$ cat config.mk
export PLATFORM = sky130hd
export DESIGN_NAME = sram_burst_reader_flat
export DESIGN_NICKNAME = d
export VERILOG_FILES = /design/src/rtl/sram_burst_reader_pkg.sv /design/src/rtl/sram_burst_reader_if.sv /design/src/rtl/sram_burst_reader_wait_timer.sv /design/src/rtl/sram_burst_reader.sv /design/src/flat_wrapper.sv
export SDC_FILE = /design/constraint.sdc
export NUM_CORES = 1
export LEC_CHECK = 0
export CAP_MARGIN = 20
export CORE_ASPECT_RATIO = 1.5
export CORE_MARGIN = 2
export CORE_UTILIZATION = 45
export DETAILED_ROUTE_END_ITERATION = 16
export GPL_ROUTABILITY_DRIVEN = 0
export PLACE_DENSITY_LB_ADDON = 0.2
export SLEW_MARGIN = 20
export SYNTH_ARGS = -nofsm -noshare
export SYNTH_HDL_FRONTEND = slang
export SYNTH_HIERARCHICAL = 1
export SYNTH_SLANG_ARGS = --single-unit
$ cat constraint.sdc
create_clock -name clk -period 1.9 [get_ports clk]
set_input_delay 0.57 -clock clk [delete_from_list [all_inputs] [get_ports clk]]
set_output_delay 0.57 -clock clk [all_outputs]
set_load 0.005 [all_outputs]
$ cat src/rtl/sram_burst_reader_pkg.sv
// sram_if_pkg: default SRAM widths and 3-bit FSM state encoding shared by SRAM initiators
package sram_if_pkg;
  localparam int ADDR_W = 12;
  localparam int DATA_W = 16;
  localparam logic [2:0] ST_IDLE = 3'd0, ST_PARK = 3'd1, ST_REQ = 3'd2, ST_HOLD = 3'd3;
  localparam logic [2:0] ST_DONE = 3'd4, ST_ABORT = 3'd5, ST_RSVD = 3'd6;
  typedef enum logic [2:0] {
    IDLE = ST_IDLE, PARK = ST_PARK, REQ = ST_REQ, HOLD = ST_HOLD,
    DONE = ST_DONE, ABORT = ST_ABORT, RSVD = ST_RSVD
  } state_t;
endpackage

$ cat src/rtl/sram_burst_reader_if.sv
// sram_burst_reader_if: SRAM cen/address/ready bus plus downstream valid/ready stream; master = initiator, slave = SRAM + sink
interface sram_burst_reader_if import sram_if_pkg::*; #(
  parameter int addrWidth = ADDR_W,
  parameter int dataWidth = DATA_W
);
  logic cen;
  logic [addrWidth-1:0] address;
  logic [dataWidth-1:0] sram_rdata;
  logic sram_ready;
  logic [dataWidth-1:0] out_data;
  logic out_valid;
  logic out_ready;
  modport master(output cen, address, out_data, out_valid, input sram_rdata, sram_ready, out_ready);
  modport slave(input cen, address, out_data, out_valid, output sram_rdata, sram_ready, out_ready);
endinterface

$ cat src/rtl/sram_burst_reader_wait_timer.sv
// sram_wait_timer: clear/enable wait counter; ports clk, rst (sync active-low), clr, en in; expired out, registered, high during the TIMEOUT-th enabled cycle and sticky until clr
module sram_wait_timer #(
  parameter int TIMEOUT = 15
) (
  input  logic clk,
  input  logic rst,
  input  logic clr,
  input  logic en,
  output logic expired
);
  localparam int W = $clog2(TIMEOUT);
  logic [W-1:0] cnt;
  always_ff @(posedge clk)
    if (!rst || clr) begin
      cnt <= '0;
      expired <= 1'b0;
    end else if (en && !expired) begin
      cnt <= cnt + 1'b1;
      expired <= cnt == W'(TIMEOUT - 2);
    end
endmodule

$ cat src/rtl/sram_burst_reader.sv
// sram_burst_reader: burst SRAM read initiator with wait timeout; ports clk, rst (sync active-low), start/base_addr/burst_len in, busy/done/err out, io = SRAM bus + output stream (master)
module sram_burst_reader import sram_if_pkg::*; #(
  parameter int addrWidth = ADDR_W,
  parameter int dataWidth = DATA_W,
  parameter int TIMEOUT = 15
) (
  input  logic clk,
  input  logic rst,
  input  logic start,
  input  logic [addrWidth-1:0] base_addr,
  input  logic [addrWidth-1:0] burst_len,
  output logic busy,
  output logic done,
  output logic err,
  sram_burst_reader_if.master io
);
  state_t state, state_n;
  logic [addrWidth-1:0] addr_q, addr_n, rem_q, rem_n, address_q;
  logic [dataWidth-1:0] data_q, data_n;
  logic cen_q, valid_q, expired;
  sram_wait_timer #(.TIMEOUT(TIMEOUT)) u_timer (
    .clk(clk), .rst(rst), .clr(state != REQ), .en(state == REQ), .expired(expired)
  );
  assign io.cen = cen_q;
  assign io.address = address_q;
  assign io.out_data = data_q;
  assign io.out_valid = valid_q;
  always_comb begin
    state_n = state;
    addr_n = addr_q;
    rem_n = rem_q;
    data_n = data_q;
    case (state)
      IDLE: if (start) begin
        state_n = burst_len == '0 ? DONE : PARK;
        addr_n = burst_len == '0 ? addr_q : base_addr;
        rem_n = burst_len;
      end
      PARK: state_n = REQ;
      REQ: if (io.sram_ready) begin
        state_n = HOLD;
        data_n = io.sram_rdata;
      end else if (expired) state_n = ABORT;
      HOLD: if (io.out_ready) begin
        state_n = rem_q == addrWidth'(1) ? DONE : REQ;
        addr_n = rem_q == addrWidth'(1) ? addr_q : addr_q + 1'b1;
        rem_n = rem_q - 1'b1;
      end
      default: state_n = IDLE;
    endcase
  end
  // Outputs are registered from the next state so they line up with the state they describe.
  // PARK drives the inverted address so the first REQ is always seen as an address change.
  always_ff @(posedge clk)
    if (!rst) begin
      state <= IDLE;
      addr_q <= '0;
      rem_q <= '0;
      data_q <= '0;
      address_q <= '0;
      cen_q <= 1'b0;
      valid_q <= 1'b0;
      busy <= 1'b0;
      done <= 1'b0;
      err <= 1'b0;
    end else begin
      state <= state_n;
      addr_q <= addr_n;
      rem_q <= rem_n;
      data_q <= data_n;
      address_q <= state_n == PARK ? ~addr_n : addr_n;
      cen_q <= state_n == REQ;
      valid_q <= state_n == HOLD;
      busy <= state_n != IDLE;
      done <= state_n == DONE || state_n == ABORT;
      err <= state_n == ABORT;
    end
endmodule

$ cat src/flat_wrapper.sv
// flat-port wrapper written by rule: the top's interface ports become plain ports
module sram_burst_reader_flat import sram_if_pkg::*;
#(
  parameter int addrWidth = ADDR_W,
  parameter int dataWidth = DATA_W,
  parameter int TIMEOUT = 15
)
  (clk, rst, start, base_addr, burst_len, busy, done, err, io_cen, io_address, io_out_data, io_out_valid, io_sram_rdata, io_sram_ready, io_out_ready);
  sram_burst_reader_if #(.addrWidth(addrWidth), .dataWidth(dataWidth)) io_i ();
  input  logic clk;
  input  logic rst;
  input  logic start;
  input  logic [addrWidth-1:0] base_addr;
  input  logic [addrWidth-1:0] burst_len;
  output logic busy;
  output logic done;
  output logic err;
  output wire logic [$bits(io_i.cen)-1:0] io_cen;
  output wire logic [$bits(io_i.address)-1:0] io_address;
  output wire logic [$bits(io_i.out_data)-1:0] io_out_data;
  output wire logic [$bits(io_i.out_valid)-1:0] io_out_valid;
  input wire logic [$bits(io_i.sram_rdata)-1:0] io_sram_rdata;
  input wire logic [$bits(io_i.sram_ready)-1:0] io_sram_ready;
  input wire logic [$bits(io_i.out_ready)-1:0] io_out_ready;
  assign io_cen = io_i.cen;
  assign io_address = io_i.address;
  assign io_out_data = io_i.out_data;
  assign io_out_valid = io_i.out_valid;
  assign io_i.sram_rdata = io_sram_rdata;
  assign io_i.sram_ready = io_sram_ready;
  assign io_i.out_ready = io_out_ready;
  sram_burst_reader #(.addrWidth(addrWidth), .dataWidth(dataWidth), .TIMEOUT(TIMEOUT)) u_core (.clk(clk), .rst(rst), .start(start), .base_addr(base_addr), .burst_len(burst_len), .busy(busy), .done(done), .err(err), .io(io_i));
endmodule
==> summary.txt <==
Layout
  • Nets: about 560
  • # diodes: 0
  • Layout area overhead: 51.97%
  • Commonest non-fill, non-tap cell in the layout: clkdlybuf4s50_1
  • Register area: between 1000 and 1500 um^2
  • Ratio of cells with drive above 1 in the final layout: around 22%
  • Multi-input combinational cell area: 1819 um^2
  • Commonest non-fill, non-tap cells in the layout: clkdlybuf4s50_1 (63), dfxtp_1 (62), nand2_1 (52)
  • Filler cells: roughly 550

Placed design
  • PortBufs: 77
  • Post-place setup slack: -0.6462 ns
  • HPWL Detailed: 6024 um

Drt
  • Final wirelength: 9048 um
  • Initial DRC count: 259
  • Via-to-Cell Ratio: 5.783
  • DRC: 0
  • TritonRoute pass-1 iters: 5
  • DR vias: approximately 3,400
  • Post-DRT Antenna Nets: 0
  • DR WL/cell: about 15 um

Clocking
  • Hold_buf cts: 0
  • Clock Sinks: between 60 and 70
  • CTS H-tree depth: 3
  • CTS tree: built
  • Clock-pin slew on the worst setup and hold paths: 0.09 ns
  • CTS Root Cell: clkbuf_8
  • Longest Clk Path Bufs: 2
  • CTS Buf Count: 9
  • Worst skew pair latency: approximately 0.35 ns

Yosys
  • Mapped Area: roughly 3200 um^2
  • Async set or reset register ratio after synthesis: 0%
  • Post-synth EDFFs: 0
  • Post-synthesis instance total: 379
  • Synth top area share: about 41%
  • Post-synth cell types: 54
  • Yosys top cell by area: dfxtp_1
  • Sequential fraction of the synthesis area: 40.91%
  • Post-Syn Nets: between 400 and 500
  • Yosys warns: 6
  • Most used flip-flop cell after synthesis: dfxtp_1
  • Top post-synthesis cells by area: dfxtp_1 (41%), nand2_1 (6.1%), a31oi_1 (5.1%)
  • Synthesized area per cell: around 8.4 um^2
  • Yosys reg bits: 65

Floorplan
  • Die span in x: ~73 um
  • Placeable core area: ~7000 um^2
  • Die Span Y: 107.0 um
  • Initial Utilization: ~46%
  • I/O pin cnt: 78
  • Cell Rows: 37
  • Die area: about 8000 um^2

STA
  • RSZ-0062 raised after global routing: true
  • Shortest period the worst path allows: 1.910 ns
  • Final setup margin: -0.009726 ns
  • Slew Limit Headroom: 55.56%
  • Top achievable clock speed: approximately 520 MHz
  • Fin Clk Skew: approximately 0.012 ns
  • Setup TNS: -0.009726 ns
  • Slew Viols, Final: 0
  • Final setup vio count: 1
  • Fin. Hold Viols: 0
  • Hold slack: roughly 0.46 ns
  • Period utilisation layout: 100.5%
  • Worst slew pin tran: ~0.66 ns

Power and ir drop
  • P_sw: about 0.0010 W
  • P_int: approximately 0.0028 W
  • Clock Power Share: 38.6%
  • Comb pwr share: about a fifth
  • Peak supply drop: 0.5442 mV
  • P per Cell Area: between 700 and 800 nW/um^2
  • Reg power frac: about two fifths
  • Leak: approximately 1.9 nW
  • Net switching fraction of the power: 26.78%

Min path
  • Hold EP: u_core/io.out_data[9]
  • Hold Crit Class: flip-flop to flip-flop
  • Min-delay src: u_core/io.out_data[9]
  • WHS Path Cells: 2

Critical path
  • FF-to-FF Start: u_core/rem_q[1]
  • Reg2Reg Depth: 7
  • Crit. End Element: flip-flop
  • Setup slack, reg-to-reg: roughly 0.1 ns
  • Critical Path RT: about 2.2 ns
  • Crit path kind: primary input to flip-flop
  • Startpoint types: primary input
  • Worst Path Max Fanout: 7
  • Reg2reg end: u_core/io.address[5]
  • CP arrival: approximately 2.2 ns

Global routing
  • Vias in the first global route: 3,232
  • Antenna violations before repair: 0
  • Gr usage total: a little under a quarter
  • Largest net degree at the start of global routing: 43
  • First-pass GRT wire length: roughly 15,000 um
  • Overflow after GRT: 0

Flow run
  • Max-cap viol count: 0

Status
  • Failing checks: negative setup slack
  • Status: finished, violations left
## final cells by class
cell class,instances,share of cell area (%)
multi-input cells,282,37.64
repair buffers,140,27.52
flip-flops and latches,65,27.00
clock inverters,7,2.640
clock buffers,9,2.563
well taps,78,2.019
inverters,8,0.6213
## state kept, by name, summed over array words and instances (netlist names)
register / count
u_core/u_timer/expired: 1
u_core/addr_q: 12
u_core/io.cen: 1
u_core/io.out_valid: 1
u_core/busy: 1
u_core/io.out_data: 16
u_core/io.address: 12
u_core/err: 1
u_core/rem_q: 12
u_core/u_timer/cnt: 4
u_core/state: 3
u_core/done: 1
## power groups by stage
stage | combinational [W] | sequential, W | clock, W
floorplan | 0.000349 | 0.00155 | 0
global placement | 0.000689 | 0.00155 | 0
detailed placement | 0.000705 | 0.00156 | 0
CTS | 0.000783 | 0.00153 | 0.00151
global route | 0.000889 | 0.00155 | 0.00157
finish | 0.000819 | 0.00153 | 0.00148
## worst max-delay path by stage
stage | from | to | slack, ns | depth (start not counted)
6_report | burst_len[7] | u_core/addr_q[9] | -0.01 | 8
5_1_grt | burst_len[7] | u_core/addr_q[2] | -0.08 | 8
4_1_cts | burst_len[3] | u_core/addr_q[9] | 0.002 | 7
3_5_place_dp | burst_len[10] | u_core/io.address[11] | -0.65 | 6
3_3_place_gp | burst_len[10] | u_core/busy | -0.60 | 5
2_1_floorplan | burst_len[10] | u_core/io.address[2] | -0.08 | 5
## cell usage after synthesis, types with 2 or more instances
library cell	number
nor3b_1	7
nand2_1	52
nand3b_1	2
dfxtp_1	65
buf_6	3
a211oi_1	2
inv_1	7
or4_1	9
nor4_1	4
a41oi_1	2
buf_4	3
o311ai_0	3
nand2b_1	2
nor2_1	21
and2_1	7
clkbuf_1	12
o221a_2	3
a21o_1	12
nand4_1	6
nor3_1	8
and3_1	2
and4_1	4
o211ai_1	11
ha_1	5
a31oi_1	26
o21ai_0	22
a21oi_1	29
buf_2	6
nand3_1	10
or3_1	10
## worst max-delay path, stage by stage
cell	delay, ns
buf_6	0.09
or4_4	0.56
buf_6	0.14
o31ai_4	0.31
buf_12	0.17
buf_8	0.11
o211ai_1	0.09
a31oi_1	0.14
## through the flow
step	util (%)	cell area, um^2	power, W	std cells
3_5_place_dp	63.00	4317	0.002265	556
4_1_cts	69.56	4766	0.003822	587
3_3_place_gp	63.00	4317	0.002243	556
2_1_floorplan	-	3207	0.001895	379
5_1_grt	70.54	4833	0.004004	589
6_report	70.54	4833	0.003832	589
## repair_timing
item / 4_1_cts / 5_1_grt
cloned: 2 / 0
setup endpoints to repair: 35 / 27
setup buffers: 13 / 2
pin swaps: 12 / 12
resized for setup: 56 / 24
## layer usage
| metal | routed length (um) | vias to the layer above | GRT usage, % |
|---|---|---|---|
| met5 | 0 | - | 0 |
| met4 | 231 | 0 | 10.85 |
| met3 | 407 | 20 | 4.793 |
| met2 | 4796 | 112 | 41.17 |
| met1 | 3612 | 1601 | 27.68 |
| li1 | - | 1673 | - |
## logic make-up (layout without fill, tap and decap cells)
kind of cell             after synthesis  after routing  synth area share, %
multiplexers                           2              2               0.6688
XOR/XNOR                               2              2               0.5508
adder cells (fa/ha/maj)                5              5                1.967
AO/OA/AOI/OAI                        118            118                23.76
flip-flops                            65             65                40.91
buffers and inverters                 32            164                5.075
AND/OR/NAND/NOR                      155            155                27.07
No activity file was read; power rests on OpenSTA's default activity.
